`src/rtl/mips_run_dump_ctrl.sv`:
```
// mips_run_dump_ctrl
//
// Run-control and state-dump unit for the single-cycle MIPS core.
// After a start pulse it clock-enables the CPU until the PC reaches stop_pc
// (when STOP_MODE=1) or the cycle budget runs out. It then streams the final
// PC, every register-file entry and a window of data-memory words to a debug
// host through a valid/ready port.
//
// State table
//   state    | meaning
//   ---------+-----------------------------------------------------------
//   IDLE     | waiting for start after reset, CPU frozen
//   RUN      | CPU stepping, watching for stop_pc and the cycle budget
//   DUMP_PC  | presenting the final PC
//   DUMP_REG | presenting register file entry idx_q
//   DUMP_MEM | presenting data-memory word idx_q (relative to MEM_BASE)
//   DONE     | dump finished, done/timeout held until the next start
//
// Ports
//   clk, rst_n      clock, asynchronous active-low reset
//   start           single-cycle pulse, honoured in IDLE or DONE only
//   stop_pc, pc     halt address and current CPU program counter
//   cpu_run         CPU clock-enable
//   rf_addr/rf_data register-file read port (combinational data)
//   dm_addr/dm_data data-memory read port (byte address, word aligned)
//   dump_*          valid/ready dump stream: kind, index, payload
//   busy, done      activity and completion status
//   timeout         halt caused by the cycle budget while STOP_MODE=1
module mips_run_dump_ctrl #(
    parameter int          DATA_W     = 32,
    parameter int          ADDR_W     = 32,
    parameter int          NUM_REGS   = 32,
    parameter int unsigned MEM_BASE   = 0,
    parameter int          MEM_WORDS  = 2,
    parameter int          MAX_CYCLES = 1024,
    parameter int          STOP_MODE  = 1,
    localparam int         RF_AW      = (NUM_REGS > 1) ? $clog2(NUM_REGS) : 1
) (
    input  logic              clk,
    input  logic              rst_n,
    input  logic              start,
    input  logic [ADDR_W-1:0] stop_pc,
    input  logic [ADDR_W-1:0] pc,
    output logic              cpu_run,
    output logic [RF_AW-1:0]  rf_addr,
    input  logic [DATA_W-1:0] rf_data,
    output logic [ADDR_W-1:0] dm_addr,
    input  logic [DATA_W-1:0] dm_data,
    output logic              dump_valid,
    input  logic              dump_ready,
    output logic [1:0]        dump_kind,
    output logic [15:0]       dump_index,
    output logic [DATA_W-1:0] dump_data,
    output logic              busy,
    output logic              done,
    output logic              timeout
);

    localparam int              CNT_W    = $clog2(MAX_CYCLES + 1);
    localparam logic [CNT_W-1:0] CNT_LAST = CNT_W'(MAX_CYCLES - 1);
    localparam logic [15:0]     REG_LAST = 16'(NUM_REGS - 1);
    localparam logic [15:0]     MEM_LAST = (MEM_WORDS > 0) ? 16'(MEM_WORDS - 1) : 16'd0;

    localparam logic [1:0] KIND_PC  = 2'd0;
    localparam logic [1:0] KIND_REG = 2'd1;
    localparam logic [1:0] KIND_MEM = 2'd2;

    typedef enum logic [2:0] {
        IDLE,
        RUN,
        DUMP_PC,
        DUMP_REG,
        DUMP_MEM,
        DONE
    } state_t;

    state_t           state_q, state_d;
    logic [CNT_W-1:0] cnt_q, cnt_d;
    logic [15:0]      idx_q, idx_d;
    logic             timeout_q, timeout_d;
    logic             pc_hit;

    // The stop compare is combinational so the instruction at stop_pc is
    // never clocked in.
    assign pc_hit = (STOP_MODE == 1) && (pc == stop_pc);

    always_ff @(posedge clk or negedge rst_n) begin
        if (!rst_n) begin
            state_q   <= IDLE;
            cnt_q     <= '0;
            idx_q     <= '0;
            timeout_q <= 1'b0;
        end else begin
            state_q   <= state_d;
            cnt_q     <= cnt_d;
            idx_q     <= idx_d;
            timeout_q <= timeout_d;
        end
    end

    always_comb begin
        state_d    = state_q;
        cnt_d      = cnt_q;
        idx_d      = idx_q;
        timeout_d  = timeout_q;
        cpu_run    = 1'b0;
        rf_addr    = '0;
        dm_addr    = '0;
        dump_valid = 1'b0;
        dump_kind  = KIND_PC;
        dump_index = '0;
        dump_data  = '0;

        case (state_q)
            IDLE, DONE: begin
                if (start) begin
                    state_d   = RUN;
                    cnt_d     = '0;
                    idx_d     = '0;
                    timeout_d = 1'b0;
                end
            end

            RUN: begin
                cpu_run = !pc_hit;
                if (pc_hit) begin
                    // PC match wins over a budget expiring in the same cycle.
                    state_d   = DUMP_PC;
                    idx_d     = '0;
                    timeout_d = 1'b0;
                end else begin
                    cnt_d = cnt_q + CNT_W'(1);
                    if (cnt_q == CNT_LAST) begin
                        // This last step still executes on the same edge.
                        state_d   = DUMP_PC;
                        idx_d     = '0;
                        timeout_d = (STOP_MODE == 1);
                    end
                end
            end

            DUMP_PC: begin
                dump_valid = 1'b1;
                dump_kind  = KIND_PC;
                // CPU is frozen here, so pc is stable for the whole stall.
                dump_data  = DATA_W'(pc);
                if (dump_ready) begin
                    state_d = DUMP_REG;
                    idx_d   = '0;
                end
            end

            DUMP_REG: begin
                dump_valid = 1'b1;
                dump_kind  = KIND_REG;
                dump_index = idx_q;
                rf_addr    = RF_AW'(idx_q);
                dump_data  = rf_data;
                if (dump_ready) begin
                    if (idx_q == REG_LAST) begin
                        idx_d   = '0;
                        state_d = (MEM_WORDS == 0) ? DONE : DUMP_MEM;
                    end else begin
                        idx_d = idx_q + 16'd1;
                    end
                end
            end

            DUMP_MEM: begin
                dump_valid = 1'b1;
                dump_kind  = KIND_MEM;
                dump_index = idx_q;
                dm_addr    = ADDR_W'(MEM_BASE) + ADDR_W'({idx_q, 2'b00});
                dump_data  = dm_data;
                if (dump_ready) begin
                    if (idx_q == MEM_LAST) begin
                        idx_d   = '0;
                        state_d = DONE;
                    end else begin
                        idx_d = idx_q + 16'd1;
                    end
                end
            end

            default: begin
                state_d = IDLE;
            end
        endcase
    end

    assign busy    = (state_q != IDLE) && (state_q != DONE);
    assign done    = (state_q == DONE);
    assign timeout = timeout_q;

endmodule

```
`config.mk`:
```
export PLATFORM = sky130hd
export DESIGN_NAME = mips_run_dump_ctrl
export DESIGN_NICKNAME = d
export VERILOG_FILES = /design/src/rtl/mips_run_dump_ctrl.sv
export SDC_FILE = /design/constraint.sdc
export NUM_CORES = 1
export LEC_CHECK = 0
export CAP_MARGIN = 20
export CELL_PAD_IN_SITES_DETAIL_PLACEMENT = 1
export CELL_PAD_IN_SITES_GLOBAL_PLACEMENT = 2
export CORE_UTILIZATION = 20
export CTS_BUF_LIST = sky130_fd_sc_hd__clkbuf_4 sky130_fd_sc_hd__clkbuf_8 sky130_fd_sc_hd__clkbuf_16
export CTS_CLUSTER_SIZE = 40
export DETAILED_ROUTE_END_ITERATION = 12
export MAX_ROUTING_LAYER = met4
export PLACE_DENSITY_LB_ADDON = 0.25
export SLEW_MARGIN = 10
export SYNTH_ARGS = -nofsm -noshare
export SYNTH_HDL_FRONTEND = slang
export SYNTH_SLANG_ARGS = --single-unit
```
`constraint.sdc`:
```
create_clock -name clk -period 4.45 [get_ports clk]
set_input_delay 0.6675 -clock clk [delete_from_list [all_inputs] [get_ports clk]]
set_output_delay 0.6675 -clock clk [all_outputs]
set_load 0.01 [all_outputs]
```
-- Yosys cells after proc, flatten, opt, wreduce, memory -nomap -nowiden
Index checks and enable logic that the tools add are counted.
- output and inout port bits: 92
- bits of input ports: 132
- register bits after elaboration: 31
- equal/unequal tests: 18
- $add $sub $neg: 2
- muxes and demuxes: 32
- reduce and logical (&&, ||, !) cells: 13
- operator list (cell ; count):
    16-bit two-way mux ; 9
    32-bit one-hot mux with 3 select lines ; 1
    16-bit one-hot mux with 5 select lines ; 1
    32-bit == test ; 1
    3-bit two-way mux ; 8
    11-bit two-way mux ; 2
    11-bit one-hot mux with 2 select lines ; 1
    18-bit two-way mux ; 1
    16-bit by 1-bit adder with 16-bit output (second input constant) ; 1
    16-bit by 1-bit == test with 1-bit output (second input constant) ; 1
    16-bit by 5-bit == test with 1-bit output (second input constant) ; 1
    3-bit one-hot mux with 5 select lines ; 1
    2-bit != test (second input constant) ; 7
    11-bit by 1-bit adder with 11-bit output (second input constant) ; 1
    11-bit by 10-bit == test with 1-bit output (second input constant) ; 1
    7-bit AND reduction ; 1
    3-bit by 2-bit == test with 1-bit output (second input constant) ; 2
    3-bit == test (second input constant) ; 2
    3-bit != test (second input constant) ; 2
    3-bit AND reduction ; 2
    6-bit AND reduction ; 1
    1-bit two-way mux ; 5
    5-bit two-way mux ; 1
    5-bit nonzero test ; 1
    other kinds (10) ; 11

-- Depth between registers and ports, before layout
- depth in word-level cells: 4
- gate-level depth with buffers: 8
- depth with buffers taken out: 8

-- Least setup slack after synthesis
Ideal clock, no wire load.
- kind: reg2out
- start: register state_q[1]
- end: output port dump_data[10]
- cell stages (with the launch flop): 8
- setup slack: 2.080 ns
- data required time: 3.783 ns
- arrival time: 1.702 ns
- path through: dfrtp_1 clkbuf_1 nor2_1 nand2_1 inv_1 clkbuf_1 nand2_1 o21ai_0
- word-level cells in the longest chain between the ends: 2
- elaborated cells on any way between the ends: 4
- classes of those cells: eq/ne: 3; mux: 1
- ends and longest elaborated chain (what ; RTL line ; text):
    start, declared ; 77 ; state_t state_q, state_d;
    start signal, assigned ; 94 ; state_q <= state_d;
    3-bit == test or 3-bit by 2-bit == test with 1-bit output (tied branches) ; 114 ; case (state_q)
    32-bit one-hot mux with 3 select lines * ; 114 ;
    end, declared ; 53 ; output logic [DATA_W-1:0] dump_data,
Every way passes the cells marked *; elsewhere a longest branch is shown, timed or not.

-- Final worst setup path
- start: input port pc[8]
- end: output port cpu_run
- word-level cells in the longest chain between the ends: 3
- ends and longest elaborated chain (what ; RTL line ; text):
    start, declared ; 43 ; input logic [ADDR_W-1:0] pc,
    32-bit == test ; 85 ; assign pc_hit = (STOP_MODE == 1) && (pc == stop_pc);
    1-bit logical NOT ; 125 ; cpu_run = !pc_hit;
    1-bit two-way mux ; 114 ;
    end, declared ; 44 ; output logic cpu_run,
Every way passes these cells.

==> summary.txt <==
Pwr
  – Total power: 1750 µW
  – Leakage: 0.00238 µW
  – Peak supply drop: 0.139 mV
  – Pwr Density: 309 mW/mm²

Finish
  – Layout cell share with drive strength beyond 1: 6.11%
  – Final Instance Count excl. Fillers: 839
  – Post-route cell area: 0.00567 mm²
  – Most common cell after layout, fill and taps aside: clkdlybuf4s50_1
  – Post-synthesis to final-layout area growth: 71.9%
  – Final Net Count: 756
  – Most frequent cells in the layout: 207 x clkdlybuf4s50_1, 53 x nand2_1, 40 x o21ai_0
  – Number of fill cells: 1927

STA
  – Hold WS: 0.537 ns
  – RSZ-0062 raised after global routing: false
  – Ratio of final minimum period to clock period: 85.0%
  – Count of final setup violators: 0
  – Worst slew margin: 38.2%
  – Pin slew with the least headroom to its limit: 0.921 ns
  – Fmax: 264 MHz
  – Final Hold Vio Count: 0
  – Layout Skew: 0.00332 ns
  – Fin crit period: 3.78 ns
  – Final slew viol count: 0
  – Setup tns final: 0 ns

Critical path
  – Startpoint types: input pin
  – R2r endpoint: idx_q[1]
  – Critical path capture point type: primary output
  – CP cell instances: clkdlybuf4s50_1 > xor2_1 > nor4_1 > nand4_1 > o21bai_2 > inv_1 > clkdlybuf4s50_1
  – CP most frequent cell: clkdlybuf4s50_1
  – CP required: 3.78 ns
  – Slowest-stage cell, CP: clkdlybuf4s50_1
  – Reg-to-reg slack, setup: 1.76 ns
  – CP max FO: 7
  – Reg2reg path depth: 5
  – Crit path max-delay family: buffers and inverters
  – Largest stage delay on the critical path: 0.52 ns
  – Worst r2r src: state_q[0]
  – WP data arrival: 3.11 ns
  – Crit path buf inv count: 3
  – WS Path Type: input pin to primary output

Clock tree
  – Htree depth: 2
  – Setup Fix Bufs, Post-CTS: 0
  – Post_cts resized: 0
  – Clk buf depth: 2
  – CTS buffer count: 5
  – CTS tree: yes
  – Worst-path clk slew: 0.05 ns
  – Clock Sinks: 31
  – Worst skew pair latency: 0.27 ns
  – CTS root buffer: clkbuf_16
  – CTS Hold Buffers Added: 0

Worst hold path
  – Critical hold path startpoint: cnt_q[1]
  – Hold Path Sink: cnt_q[1]
  – Min-Delay Path Class: flop to flop
  – Hold depth: 1

Routing
  – Met2 wire length: 7.87 mm
  – Remaining antenna violation count: 0
  – Routed WL per cell: 18.2 µm
  – Via density: 4.67
  – Final wirelength: 15.3 mm
  – First DRT Iteration DRCs: 113
  – Met3 WL: 1.09 mm
  – TritonRoute pass-1 iters: 4
  – Via count: 3917
  – Metal-1 WL: 6.10 mm
  – Highest Signal Layer: met4
  – DRC violations left: 0

Global routing
  – Antenna violations before repair: 1
  – First-pass GRT wire length: 23.4 mm
  – Gr usage total: 18.9%
  – Vias in the first global route: 4292
  – Total gr overflow: 0
  – Largest net degree at the start of global routing: 34

Synthesis
  – Post-synth EDFFs: 0
  – Yosys warnings: 0
  – Syn Std Cell Area: 0.00330 mm²
  – Synthesized flop and latch total: 31
  – Post-synthesis instance total: 426
  – Avg Cell Area, Syn: 7.74 µm²
  – Synth cell types: 52
  – Sequential area share after synthesis: 23.5%
  – Top FF cell, synth: dfrtp_1
  – Ys async rst share: 100%

Die
  – Io pins: 224
  – Die height: 130 µm
  – Die ar.: 0.0170 mm²
  – Core area: 0.0160 mm²
  – Cell Rows: 46
  – Die width: 130 µm
  – Starting Density: 20.6%

Place
  – DP Cell Count: 830
  – Placed standard-cell area: 0.00552 mm²
  – Final Wtd Congestion: 0.769
  – DP HPWL: 12.6 mm
  – # port buffers: 207

Status
  – Status: completed

Run
  – Max Cap Viol: 0
synth_stat cells (all sizes together) (2+ instances only):
master,n,area share [%]
buf,25,5.2
and2,13,2.5
o211ai,3,0.68
nor2,15,2.0
or3,4,0.76
or2,7,1.3
ha,3,1.1
nand4,3,0.57
inv,7,0.80
a21oi,18,2.8
o221ai,3,0.80
nand2b,4,0.76
o2bb2ai,12,3.2
nand2,53,6.0
dfrtp,31,24
o21ai,43,6.6
clkbuf,17,1.9
or4,7,1.7
mux2,3,1.0
o31ai,4,0.91
xor2,32,8.5
o22ai,3,0.57
and3,25,4.7
nor4,10,2.3
mux2i,37,11
a21o,2,0.46
nor3,13,2.1
nand3,17,2.6
a22o,3,0.80
per-stage QoR:
step                setup WS (ns)  util (%)
floorplan                    2.08         -
global placement            0.661      34.5
detailed placement          0.618      34.5
CTS                         0.615      35.4
global route                0.466      35.4
finish                      0.668      35.4
worst max path at each step:
| stage | start | end | slack, ns | depth (start not counted) |
|---|---|---|---|---|
| final | pc[8] | cpu_run | 0.67 | 7 |
| after global routing | pc[8] | cpu_run | 0.47 | 7 |
| after CTS | pc[8] | cpu_run | 0.61 | 7 |
| after detailed placement | pc[8] | cpu_run | 0.62 | 7 |
| after global placement | pc[8] | cpu_run | 0.66 | 7 |
| after floorplan | state_q[1] | dump_data[10] | 2.08 | 7 |
area by class of cell:
cell class	count	area [µm²]	share of cell area (%)
Inverter	7	26.3	0.464
Antenna cell	1	2.50	0.0442
Tap cell	216	270	4.77
Clock inverter	1	5.00	0.0883
Sequential cell	31	777	13.7
Timing Repair Buffer	215	2130	37.6
Multi-Input combinational cell	361	2310	40.8
Clock buffer	7	140	2.47
where the power goes:
| part | internal [µW] | total (µW) | switching [µW] |
|---|---|---|---|
| Clock | 219 | 338 | 120 |
| Combinational | 489 | 1030 | 543 |
| Sequential | 310 | 378 | 68.2 |
registers in the layout (all words and copies together) (netlist names):
| signal | count |
|---|---|
| idx_q | 16 |
| cnt_q | 11 |
| timeout | 1 |
| state_q | 3 |
metal layers:
metal / GRT usage, % / up-vias
met1: 20.9 / 1881
met5: - / -
met2: 33.7 / 137
li1: - / 1888
met4: 4.80 / 0
met3: 4.84 / 11
kinds of logic after synthesis:
kind of cell | count (synthesis) | share of synthesized area (%)
adders and majority gates | 3 | 1.14
xor gates and xnor gates | 33 | 8.77
buffers and inverters | 49 | 7.97
other | 1 | 0.114
and+or+nand+nor | 174 | 28.1
muxes | 40 | 12.3
AOI/OAI and AO/OA | 95 | 18.1
DFF | 31 | 23.5
Note: power is estimated with default switching activity, not from simulation.
